==> src/rtl/dmem_arbiter.sv <==
// Two-port arbiter/controller in front of the single-port Data_Memory BRAM.
// Define DMEM_OREG_EN when the BRAM output register is enabled (adds WAIT2).
module dmem_arbiter #(
  parameter int DEPTH_LOG2 = 10
) (
  input  logic        clka,
  input  logic        rst_n,
  input  logic [1:0]  req,
  input  logic [1:0]  we,
  input  logic [3:0]  size,
  input  logic [1:0]  sgn,
  input  logic [63:0] addr,
  input  logic [63:0] wdata,
  output logic [1:0]  ack,
  output logic [1:0]  err,
  output logic [31:0] rdata,
  output logic        busy,
  output logic [3:0]  mem_wea,
  output logic [31:0] mem_addra,
  output logic [31:0] mem_dina,
  input  logic [31:0] mem_douta
);

  typedef enum logic [2:0] {IDLE, ISSUE, WAIT, WAIT2, RESP, ERR} state_e;

`ifdef DMEM_OREG_EN
  localparam state_e LAST_WAIT = WAIT2;
`else
  localparam state_e LAST_WAIT = WAIT;
`endif

  state_e      state_q, state_d;
  logic        last_grant_q, last_grant_d;
  logic        lat_port_q, lat_port_d;
  logic        lat_we_q, lat_we_d;
  logic [1:0]  lat_size_q, lat_size_d;
  logic        lat_sgn_q, lat_sgn_d;
  logic [1:0]  lat_off_q, lat_off_d;
  logic [1:0]  ack_q, ack_d;
  logic [1:0]  err_q, err_d;
  logic [31:0] rdata_q, rdata_d;
  logic [3:0]  mem_wea_q, mem_wea_d;
  logic [31:0] mem_addra_q, mem_addra_d;
  logic [31:0] mem_dina_q, mem_dina_d;

  // Granted-port view of the request bus
  logic        gnt_port;
  logic        g_we, g_sgn, g_illegal;
  logic [1:0]  g_size;
  logic [31:0] g_addr, g_wdata;
  logic [3:0]  wea_lanes;
  logic [31:0] dina_lanes;
  logic [7:0]  ld_byte;
  logic [15:0] ld_half;
  logic [31:0] ld_data;

  always_comb begin
    gnt_port  = (req == 2'b11) ? ~last_grant_q : req[1];
    g_we      = gnt_port ? we[1] : we[0];
    g_sgn     = gnt_port ? sgn[1] : sgn[0];
    g_size    = gnt_port ? size[3:2] : size[1:0];
    g_addr    = gnt_port ? addr[63:32] : addr[31:0];
    g_wdata   = gnt_port ? wdata[63:32] : wdata[31:0];
    g_illegal = (g_size == 2'b11)
             || (g_size == 2'b01 && g_addr[0])
             || (g_size == 2'b10 && g_addr[1:0] != 2'b00)
             || (g_addr[31:DEPTH_LOG2+2] != '0);
  end

  always_comb begin
    wea_lanes  = 4'b0000;
    dina_lanes = g_wdata;
    case (g_size)
      2'b00: begin
        wea_lanes  = 4'b0001 << g_addr[1:0];
        dina_lanes = {4{g_wdata[7:0]}};
      end
      2'b01: begin
        wea_lanes  = g_addr[1] ? 4'b1100 : 4'b0011;
        dina_lanes = {2{g_wdata[15:0]}};
      end
      2'b10:   wea_lanes = 4'b1111;
      default: wea_lanes = 4'b0000;
    endcase
  end

  always_comb begin
    ld_byte = mem_douta[8*lat_off_q +: 8];
    ld_half = lat_off_q[1] ? mem_douta[31:16] : mem_douta[15:0];
    case (lat_size_q)
      2'b00:   ld_data = {{24{lat_sgn_q & ld_byte[7]}}, ld_byte};
      2'b01:   ld_data = {{16{lat_sgn_q & ld_half[15]}}, ld_half};
      default: ld_data = mem_douta;
    endcase
  end

  always_ff @(posedge clka or negedge rst_n) begin
    if (!rst_n) begin
      state_q      <= IDLE;
      last_grant_q <= 1'b1;
      lat_port_q   <= 1'b0;
      lat_we_q     <= 1'b0;
      lat_size_q   <= 2'b00;
      lat_sgn_q    <= 1'b0;
      lat_off_q    <= 2'b00;
      ack_q        <= 2'b00;
      err_q        <= 2'b00;
      rdata_q      <= 32'h0;
      mem_wea_q    <= 4'h0;
      mem_addra_q  <= 32'h0;
      mem_dina_q   <= 32'h0;
    end else begin
      state_q      <= state_d;
      last_grant_q <= last_grant_d;
      lat_port_q   <= lat_port_d;
      lat_we_q     <= lat_we_d;
      lat_size_q   <= lat_size_d;
      lat_sgn_q    <= lat_sgn_d;
      lat_off_q    <= lat_off_d;
      ack_q        <= ack_d;
      err_q        <= err_d;
      rdata_q      <= rdata_d;
      mem_wea_q    <= mem_wea_d;
      mem_addra_q  <= mem_addra_d;
      mem_dina_q   <= mem_dina_d;
    end
  end

  always_comb begin
    state_d = state_q;
    case (state_q)
      IDLE:  if (|req) state_d = g_illegal ? ERR : ISSUE;
      ISSUE: state_d = lat_we_q ? RESP : WAIT;
`ifdef DMEM_OREG_EN
      WAIT:  state_d = WAIT2;
`else
      WAIT:  state_d = RESP;
`endif
      WAIT2: state_d = RESP;
      RESP:  state_d = IDLE;
      ERR:   state_d = IDLE;
      default: state_d = IDLE;
    endcase
  end

  // Outputs are registered: each _d is what the next state's cycle shows
  always_comb begin
    last_grant_d = last_grant_q;
    lat_port_d   = lat_port_q;
    lat_we_d     = lat_we_q;
    lat_size_d   = lat_size_q;
    lat_sgn_d    = lat_sgn_q;
    lat_off_d    = lat_off_q;
    ack_d        = 2'b00;
    err_d        = 2'b00;
    rdata_d      = 32'h0;
    mem_wea_d    = 4'h0;
    mem_addra_d  = mem_addra_q;
    mem_dina_d   = mem_dina_q;
    if (state_q == IDLE && |req) begin
      last_grant_d = gnt_port;
      lat_port_d   = gnt_port;
      lat_we_d     = g_we;
      lat_size_d   = g_size;
      lat_sgn_d    = g_sgn;
      lat_off_d    = g_addr[1:0];
      if (g_illegal) begin
        ack_d[gnt_port] = 1'b1;
        err_d[gnt_port] = 1'b1;
      end else begin
        mem_wea_d   = g_we ? wea_lanes : 4'h0;
        mem_addra_d = {2'b00, g_addr[31:2]};
        mem_dina_d  = dina_lanes;
      end
    end else if (state_q == ISSUE && lat_we_q) begin
      ack_d[lat_port_q] = 1'b1;
    end else if (state_q == LAST_WAIT) begin
      ack_d[lat_port_q] = 1'b1;
      rdata_d           = ld_data;
    end
  end

  assign ack       = ack_q;
  assign err       = err_q;
  assign rdata     = rdata_q;
  assign busy      = (state_q != IDLE);
  assign mem_wea   = mem_wea_q;
  assign mem_addra = mem_addra_q;
  assign mem_dina  = mem_dina_q;

endmodule

==> config.mk <==
export PLATFORM = sky130hd
export DESIGN_NAME = dmem_arbiter
export DESIGN_NICKNAME = d
export VERILOG_FILES = /design/src/rtl/dmem_arbiter.sv
export SDC_FILE = /design/constraint.sdc
export NUM_CORES = 1
export LEC_CHECK = 0
export CAP_MARGIN = 20
export CORE_MARGIN = 4
export CORE_UTILIZATION = 30
export DETAILED_ROUTE_END_ITERATION = 6
export PLACE_DENSITY = 0.69
export SETUP_SLACK_MARGIN = 0.5
export SYNTH_ARGS = -nofsm -noshare
export SYNTH_HDL_FRONTEND = slang
export SYNTH_SLANG_ARGS = --single-unit
==> constraint.sdc <==
create_clock -name clka -period 5.8 [get_ports clka]
set_clock_uncertainty 0.05 [all_clocks]
set_input_delay 0.87 -clock clka [delete_from_list [all_inputs] [get_ports clka]]
set_output_delay 0.87 -clock clka [all_outputs]
set_load 0.02 [all_outputs]
# Word-level counts from Yosys, hierarchy flattened
# Index checks and enable logic that the tools add are counted.
# word_totals
inputBits	172
elab_cells	80
regBits	113
out_inout_bits	105
# op_classes
eq_ne	9
bitwise	4
reduce_logical	18
mux	30
shift	2
magnitude_cmp	4
# ops
operator	n
$mux 32	5
$pmux 32 s2	2
$shiftx 32x6->8	1
$reduce_bool 20->1	1
$mux 16	1
$mux 4	4
$mux 2	6
$pmux 4 s3	1
$mux 3	3
$pmux 3 s3	1
$eq 2x2->1 const B	3
$eq 3x2->1 const B	2
$logic_and 1x1->1	6
$mux 1	5
$eq 2x1->1 const B	2
$logic_not 2->1	2
$lt 1x2->1 const B	2
$reduce_or 2->1	2
$shl 1x2->4 const A	1
$eq 3x1->1 const B	1
$logic_not 3->1	1
$logic_or 1x1->1	3
$reduce_bool 3->1	1
$and 1x1->1	2
other kinds (6)	9

# Longest topological paths before layout
# Gate-level depths: netlist of the first run.
# logic_depth
ltp_word	11
ltp_mapped	8
mapped_depth_nobuf	5

# Worst setup path before layout of the first run
# OpenSTA, ideal clock, no wires.
# synth_path
kind	input to register
start	in addr[28]
end	reg mem_wea_q[2] (netlist: mem_wea[2])
required_ns	5.639
path_slack_ns	3.231
stages	7
setup_time_ns	0.111
t_arrival_ns	2.408
n_path_buf	2
cell_sequence	or4_1 -> nor2_1 -> nor4b_2 -> o21ai_1 -> buf_2 -> buf_6 -> a2111oi_2
# synth_between
elab_chain_cells	5
# synth_rtl
item	line_no	source
start: declaration	12	input logic [63:0] addr,
$mux 32	62	g_addr = gnt_port ? addr[63:32] : addr[31:0];
$reduce_bool 20->1	67	|| (g_addr[31:DEPTH_LOG2+2] != '0);
$logic_or 1x1->1	67	
$mux 4	167	if (g_illegal) begin
$mux 4	160	if (state_q == IDLE && |req) begin
named net mem_wea_d[2]	42	logic [3:0] mem_wea_q, mem_wea_d;
end signal: assignment	123	mem_wea_q <= mem_wea_d;
end: declaration	42	
# The timed path passes the listed nets, and every way through them passes these cells.
# A chain may end at the register's enable or synchronous reset.

# Final worst setup path of the first run
# layout_path
start	in req[0]
end	reg mem_dina_q[14] (netlist: mem_dina[14])
# layout_between
elab_chain_cells	10
word_cells_on_any_way	21
cone_classes	eq/ne: 4; mux: 5; bitwise: 1; reduce/logical: 11
# layout_rtl
item	line_no	source
start: declaration	8	input logic [1:0] req,
$eq 2x2->1	58	gnt_port = (req == 2'b11) ? ~last_grant_q : req[1];
$mux 1	58	
$mux 2	61	g_size = gnt_port ? size[3:2] : size[1:0];
$eq 2x1->1	65, 73	
$logic_and 1x1->1	65	|| (g_size == 2'b01 && g_addr[0])
$logic_or 1x1->1	65	
$logic_or 1x1->1	66	|| (g_size == 2'b10 && g_addr[1:0] != 2'b00)
$logic_or 1x1->1	67	
$not 1->1 (no line)	--	
$reduce_and 2->1 (no line)	--	
end signal: assignment	125	mem_dina_q <= mem_dina_d;
end: declaration	44	logic [31:0] mem_dina_q, mem_dina_d;
# Several ways; a longest one is shown, not always the timed one.

==> metrics.txt, run 1 <==
status=complete, no violations; Static Leak=4.26 nW; Worst path max stage delay=0.58 ns; Hold Path Class=reg -> reg; HPWL Detailed=15.0 mm; row count=49; Cells after Synth=572; Final Core Density=50.5%; ys async rst share=100%; placed insts=1,044; EDFF count, synth=0; Antenna Cells=0; Die H=144 µm; Netlist cell types=37; CP required=6.03 ns; Clock transition at path regs=0.05 ns; final setup vio count=0; Worst setup SP type=input port; first-pass GRT wire length=29.3 mm; Die Area=20,800 µm²; Slew Limit Fails=0; Core Region=18,100 µm²; PortBufs=274; end point of the critical path=mem_dina[14]$_DFFE_PN0P_; WP depth=8; setup bufs post-CTS=0; Placer Congestion=0.839; Vias=5,153; Gates resized, CTS repair=0; FF-to-FF End=mem_dina[14]$_DFFE_PN0P_; IO Pins=277; Total Wirelength=19.5 mm; CTS root buf=clkbuf_16; Syn-to-layout area delta=64.3%; wire per inst=18.1 µm; H-Tree Depth=4; CTS Buffer Depth=2; most used flip-flop cell after synthesis=dfrtp_1; R2R depth=7; final period utilization=62.7%; CTS tree=yes; CP dominant cell by count=buf_4; Synth Register Bits=113; critical path peak fanout=44; Top delay family on crit path=buffers and inverters; Worst Setup SP=req[0]; R2R Setup Slk=2.65 ns; Post-CTS Hold Buffers=0; Design Area, Final=9170 µm²; Overall Power=2.95 mW; layout net count=1,006; cell area after synthesis=5580 µm²; WP buf/inv=3; largest net degree at the start of global routing=75; overall routing resource usage=18.4%; vias per std cell=4.79; 1st-pass router iterations=4; die width=144 µm; Synth Warn #=0; post-route worst setup slack=2.16 ns; worst slew pin tran=1.04 ns; Max Cap Viol=0; initial antenna violation count=0; Initial Util=30.7%; Post-Layout Cell Count=1,075; vias in the first global route=5,331; Max Freq=0.275 GHz; VDD IR max=214 µV; reg-to-reg startpoint=last_grant_q$_DFFE_PN1P_; DRC viols=0; DR iter-0 viols=306; total negative slack=0 ns; Worst slew margin=30.1%; CP Capture Type=register; Max stage delay cell, worst path=clkdlybuf4s50_1; crit path kind=in -> reg; pwr dens=322 nW/µm²; dpl ws=1.74 ns; Hold Vio Cnt, Final=0; RSZ-0062 raised after global routing=no; Seq/Total Area, Yosys=50.7%; GRT overflow=0; Fin Hold WS=0.402 ns; min Tclk post-route=3.64 ns; worst endpoint data arrival time=3.87 ns; crit path cell chain=clkdlybuf4s50_1 -> a21bo_2 -> buf_4 -> mux2i_4 -> buf_4 -> nand2_1 -> mux2i_1 -> mux2_1; DRT antenna net count=0; syn_area_per_cell=9.75 µm²; clk_lat worst skew=0.41 ns; layout cell share with drive strength beyond 1=6.74%; clock sink total=113; CTS buffer count=17; placed inst area=8530 µm²
## Yosys cell counts, drive strengths merged (2+ instances only)
cell	count	area, µm²
nand2	100	375
a211oi	9	67.6
nand3	15	75.1
buf	14	78.8
a21oi	52	260
inv	37	139
a221oi	7	61.3
mux2i	47	470
a21o	2	15.0
nor2	18	67.6
clkbuf	26	97.6
o21ai	8	40.0
o21bai	2	15.0
nand2b	3	18.8
a2111oi	5	68.8
nor3	6	30.0
nor4	11	68.8
a31oi	19	119
nor3b	8	60.1
mux2	34	383
and2	29	181
dfrtp	112	2800
## cells by family after synthesis
group	share of synthesized area, %
flip-flops	50.7
multiplexers	15.3
other	0.0672
buffers and inverters	5.65
AND/OR/NAND/NOR	16.4
AO/OA/AOI/OAI	11.9
## sequential cells by signal, summed over array words and instances (netlist names)
| signal | cells |
|---|---|
| ack | 2 |
| state_q | 3 |
| mem_wea | 4 |
| lat_off_q | 2 |
| lat_we_q | 1 |
| rdata | 32 |
| last_grant_q | 1 |
| mem_dina | 32 |
| lat_sgn_q | 1 |
| err | 2 |
| mem_addra | 30 |
| lat_size_q | 2 |
| lat_port_q | 1 |
## worst min path at each step
stage | start | to | slack (ns) | cells past startpoint
after floorplan | lat_we_q$_DFFE_PN0P_ | state_q[1]$_DFFE_PN0P_ | 0.36 | 1
after global routing | lat_we_q$_DFFE_PN0P_ | state_q[1]$_DFFE_PN0P_ | 0.41 | 1
after global placement | lat_we_q$_DFFE_PN0P_ | state_q[1]$_DFFE_PN0P_ | 0.39 | 1
after CTS | lat_we_q$_DFFE_PN0P_ | state_q[1]$_DFFE_PN0P_ | 0.41 | 1
after detailed placement | lat_we_q$_DFFE_PN0P_ | state_q[1]$_DFFE_PN0P_ | 0.40 | 1
final | lat_we_q$_DFFE_PN0P_ | state_q[1]$_DFFE_PN0P_ | 0.40 | 1
## where the power goes
group	total (mW)	leakage [nW]	internal [mW]	switching, mW
registers	0.948	1.47	0.868	0.0801
clock network	1.14	0.307	0.762	0.378
logic	0.863	2.48	0.373	0.491
total	2.95	4.26	2.00	0.949
## metal layers
metal	global-route usage [%]	part of all wire, %	up-vias
met5	0	0	-
met4	6.33	2.4	0
met3	6.08	7.9	26
met2	31.5	49	217
met1	21.8	41	2416
li1	-	-	2494
## area by class of cell
type | instances | area [µm²]
fill | 1719 | 8980
sequential | 113 | 2830
clock inverter | 13 | 210
inverter | 37 | 139
timing repair buffer | 282 | 2800
multi-input combinational | 383 | 2470
clock buffer | 18 | 429
tap | 229 | 287
## cells in the final DEF (no fill, tap or decap), types with 18 or more instances in the layout
| cell | instances |
|---|---|
| mux2i_1 | 46 |
| and2_1 | 26 |
| a21oi_1 | 52 |
| mux2_1 | 27 |
| nand2_1 | 100 |
| a31oi_1 | 19 |
| clkdlybuf4s50_1 | 273 |
| dfrtp_1 | 112 |
| nor2_1 | 18 |
| inv_1 | 36 |
(Power assumes the default switching activity.)
==> run 2, diff against run 1 <==
Clock period 5.8 ns to 3.6 ns, I/O delays scaled along.
==> metrics.txt, run 2 (synthesis gave the netlist of run 1 again) <==
status=complete, no violations; Max stage delay cell, worst path=clkdlybuf4s50_1; overall routing resource usage=17.9%; vias in the first global route=5,261; CTS tree=yes; Syn-to-layout area delta=64.3%; CP required=3.84 ns; clk_lat worst skew=0.40 ns; clock sink total=113; commonest non-fill, non-tap cells in the layout=clkdlybuf4s50_1 (273), dfrtp_1 (112), nand2_1 (100); final period utilization=73.4%; Total Wirelength=19.3 mm; Core Region=18,100 µm²; power share of the combinational group=32.4%; HPWL Detailed=14.8 mm; CTS buffer count=17; Die Area=20,800 µm²; # fillers=1,675; Design Area, Final=9160 µm²; DRT antenna net count=0; CTS Buffer Depth=2; Die H=144 µm; CTS root buf=clkbuf_16; Max Freq=0.378 GHz; Worst setup SP type=input port; largest net degree at the start of global routing=67; Initial Util=30.7%; 1st-pass router iterations=4; Worst path max stage delay=0.62 ns; pwr dens=493 nW/µm²; Worst slew margin=55.0%; PortBufs=274; Max Cap Viol=0; worst endpoint data arrival time=2.88 ns; Hold Vio Cnt, Final=0; critical path peak fanout=59; GRT overflow=0; total negative slack=0 ns; post-route worst setup slack=0.958 ns; initial antenna violation count=0; Post-CTS Hold Buffers=0; Clk pwr share=34.5%; worst slew pin tran=0.675 ns; first-pass GRT wire length=28.4 mm; Slew Limit Fails=0; placed inst area=8620 µm²; row count=49; Vias=5,170; DR iter-0 viols=228; final setup vio count=0; Antenna Cells=0; VDD IR max=345 µV; commonest non-fill, non-tap cell in the layout=clkdlybuf4s50_1; CP Capture Type=register; setup bufs post-CTS=0; min Tclk post-route=2.64 ns; layout net count=1,013; Gates resized, CTS repair=0; Clock transition at path regs=0.05 ns; die width=144 µm; DRC viols=0; cell internal pwr=3.01 mW; Seq pwr share=33.1%; Switching Share=33.4%; dpl ws=0.539 ns; vias per std cell=4.78; crit path cell chain=clkdlybuf4s50_1 -> nor3_1 -> nor2_1 -> nor4_1 -> o21ai_4 -> buf_12 -> mux2_1; H-Tree Depth=4; RSZ-0062 raised after global routing=no; IO Pins=277; wire per inst=17.8 µm; Placer Congestion=0.804; crit path kind=in -> reg; Psw=1.51 mW; layout cell share with drive strength beyond 1=7.39%; Static Leak=4.27 nW; Hold Path Class=in -> async
## run 2: cell count changes in the layout (fill, tap and decap cells not counted), sizes merged
cell	delta
clkinvlp	+2
clkinv	+1
bufinv	-4
clkbuf	+2
inv	-2
buf	+7
## run 2: path summary, 6_finish.rpt
path,to,startpoint,cells past startpoint,slack (ns)
worst max-delay path,mem_dina[8]$_DFFE_PN0P_,size[2],7,0.96
worst min-delay path,mem_dina[24]$_DFFE_PN0P_,rst_n,1,0.12
worst max register to register,mem_wea[3]$_DFF_PN0_,last_grant_q$_DFFE_PN1P_,6,1.30
worst min register to register,state_q[1]$_DFFE_PN0P_,lat_we_q$_DFFE_PN0P_,1,0.42
max in group asynchronous,last_grant_q$_DFFE_PN1P_,rst_n,2,2.57
min in group clka,state_q[1]$_DFFE_PN0P_,lat_we_q$_DFFE_PN0P_,1,0.42
## run 2: layout make-up
| type | instances | area, µm² | share of cell area [%] |
|---|---|---|---|
| clock buffers | 20 | 457 | 4.98 |
| clock inverters | 10 | 88.8 | 0.970 |
| inverters | 37 | 139 | 1.52 |
| multi-input cells | 383 | 2470 | 27.0 |
| flip-flops and latches | 113 | 2830 | 30.9 |
| well taps | 229 | 287 | 3.13 |
| repair buffers | 289 | 2890 | 31.5 |
## run 2: worst max-delay path, delay by kind of cell
kind,cells,cell delay (ns)
buffers and inverters,2,0.88
muxes,1,0.35
AOI/OAI and AO/OA,1,0.19
and+or+nand+nor,3,0.88
## run 2: routing by layer
metal  track usage (%)  share of wire (%)
met5                 0                  0
met4              5.35                1.6
met3              6.25                8.5
met2              30.0                 48
met1              21.8                 42
## run 2: stage by stage
step	hold WS (ns)	std cells	utilization, %	total power, mW
2_1_floorplan	0.194	573	-	2.34
3_3_place_gp	0.419	1051	47.5	2.98
3_5_place_dp	0.423	1051	47.5	3.00
4_1_cts	0.131	1081	50.5	4.57
5_1_grt	0.153	1081	50.5	4.78
6_report	0.117	1081	50.5	4.52
## run 2: power groups by stage
stage	logic (mW)	registers [mW]	clock network [mW]
floorplan	0.784	1.56	0
global placement	1.46	1.52	0
detailed placement	1.48	1.52	0
CTS	1.48	1.50	1.59
global route	1.60	1.51	1.66
finish	1.46	1.50	1.56
==> run 3, diff against run 2 <==
Settings changed: PLACE_DENSITY 0.69 to 0.71.
Clock period 3.6 ns to 2.3 ns, I/O delays scaled along.
==> metrics.txt, run 3 (synthesis gave the netlist of run 1 again) <==
clock sink total=113; die width=144 µm; Worst slew margin=58.9%; Antenna Cells=0; Fin Hold WS=0.331 ns; Worst setup SP type=register; Slew Limit Fails=0; # fillers=1,534; status=complete, no violations; Top delay family on crit path=compound AO/OA/AOI/OAI gates; Initial Util=30.7%; DR iter-0 viols=256; CTS buffer count=17; worst slew pin tran=0.617 ns; CTS tree=yes; crit path cell chain=a21bo_4 -> mux2i_4 -> buf_6 -> buf_8 -> a211oi_1 -> a21oi_2 -> mux2_4; GRT overflow=0; CP required=2.55 ns; PortBufs=274; Total Wirelength=21.6 mm; Placer Congestion=0.814; IO Pins=277; final period utilization=89.2%; layout cell share with drive strength beyond 1=25.5%; RSZ-0062 raised after global routing=yes; 1st-pass router iterations=5; Clk pwr share=33.7%; CTS root buf=clkbuf_16; Seq pwr share=31.0%; layout net count=1,093; worst endpoint data arrival time=2.30 ns; Hold Path Class=in -> reg; CP Capture Type=register; pwr dens=718 nW/µm²; Psw=2.61 mW; power share of the combinational group=35.2%; cell internal pwr=5.05 mW; Max Freq=0.487 GHz; first-pass GRT wire length=31.5 mm; Vias=5,698; Die Area=20,800 µm²; commonest non-fill, non-tap cells in the layout=clkdlybuf4s50_1 (170), dfrtp_1 (111), nand2_1 (95); Core Region=18,100 µm²; area of the multi-input gates=2940 µm²; final setup vio count=0; clk_lat worst skew=0.41 ns; WP buf/inv=2; critical path peak fanout=8; largest net degree at the start of global routing=49; register area=2830 µm²; HPWL Detailed=15.6 mm; Final Core Density=58.8%; crit path kind=reg -> reg; VDD IR max=452 µV; Clock transition at path regs=0.06 ns; DRC viols=0; Max Cap Viol=0; Hold Vio Cnt, Final=0; DRT antenna net count=0; vias per std cell=4.90; Switching Share=34.1%; wire per inst=18.6 µm; row count=49; initial antenna violation count=0; Static Leak=5.71 nW; Die H=144 µm; CTS Buffer Depth=2; overall routing resource usage=19.9%; Syn-to-layout area delta=91.2%; Max stage delay cell, worst path=dfstp_2; vias in the first global route=5,893; H-Tree Depth=4; min Tclk post-route=2.05 ns; Worst path max stage delay=0.58 ns; commonest non-fill, non-tap cell in the layout=clkdlybuf4s50_1
run 3: cell count changes in the layout (fill, tap and decap cells not counted), moves of 26 or more:
| cell | previous run | this run |
|---|---|---|
| mux2_1 | 27 | 1 |
| dlymetal6s2s_1 | 0 | 49 |
| clkdlybuf4s50_1 | 273 | 170 |
| dlygate4sd2_1 | 0 | 51 |
| buf_4 | 13 | 57 |
| mux2_4 | 0 | 26 |
run 3: path summary, 6_finish.rpt:
| path | from | to | slack (ns) | depth (start not counted) |
|---|---|---|---|---|
| max | last_grant_q$_DFFE_PN1P_ | mem_dina[19]$_DFFE_PN0P_ | 0.25 | 7 |
| min | req[0] | last_grant_q$_DFFE_PN1P_ | 0.33 | 3 |
| max reg2reg | last_grant_q$_DFFE_PN1P_ | mem_dina[19]$_DFFE_PN0P_ | 0.25 | 7 |
| min reg2reg | lat_we_q$_DFFE_PN0P_ | state_q[1]$_DFFE_PN0P_ | 0.39 | 1 |
| max in group asynchronous | rst_n | mem_addra[7]$_DFFE_PN0P_ | 1.11 | 3 |
| min in group asynchronous | rst_n | mem_addra[17]$_DFFE_PN0P_ | 0.42 | 2 |
run 3: tightest hold or removal path, cell delays in order:
cell and delay (ns):
dlygate4sd2_1 0.23, buf_4 0.14, a31oi_1 0.07
run 3: area by class of cell:
type	instances	area share (%)
Clock buffer	18	4.02
Clock inverter	14	1.31
Inverter	37	1.30
Multi-Input combinational cell	383	27.6
Sequential cell	113	26.5
Tap cell	229	2.69
Timing Repair Buffer	369	36.5
run 3: through the flow:
| stage | setup WS, ns | power (mW) | area, µm² | cells | TNS [ns] |
|---|---|---|---|---|---|
| 3_3_place_gp | -0.250 | 4.83 | 9170 | 1095 | -14.13 |
| 6_report | 0.248 | 7.65 | 10700 | 1163 | 0 |
| 5_1_grt | 0.196 | 8.08 | 10700 | 1163 | 0 |
| 3_5_place_dp | -0.235 | 4.86 | 9170 | 1095 | -12.65 |
| 4_1_cts | 0.296 | 7.62 | 10200 | 1150 | 0 |
| 2_1_floorplan | 0.391 | 3.72 | 5790 | 573 | 0 |
run 3: layer usage:
metal | wire (µm) | track usage, % | vias up
met4 | 411 | 7.31 | 0
met1 | 8610 | 23.9 | 2744
met2 | 10900 | 33.9 | 259
li1 | - | - | 2668
met5 | 0 | 0 | -
met3 | 1680 | 5.79 | 27
run 3: timing repair:
item	CTS	global route
hold buffers	1	0
pin swaps	22	32
cloned	5	3
endpoints found under the hold margin	40	0
setup buffers	17	10
resized for setup	107	104
endpoints found under the setup margin	98	105
run 3: power by group through the flow:
stage | Combinational [mW] | Sequential (mW) | Clock, mW
CTS | 2.61 | 2.38 | 2.63
detailed placement | 2.46 | 2.40 | 0
finish | 2.70 | 2.37 | 2.58
global placement | 2.44 | 2.39 | 0
floorplan | 1.28 | 2.44 | 0
global route | 2.93 | 2.40 | 2.75
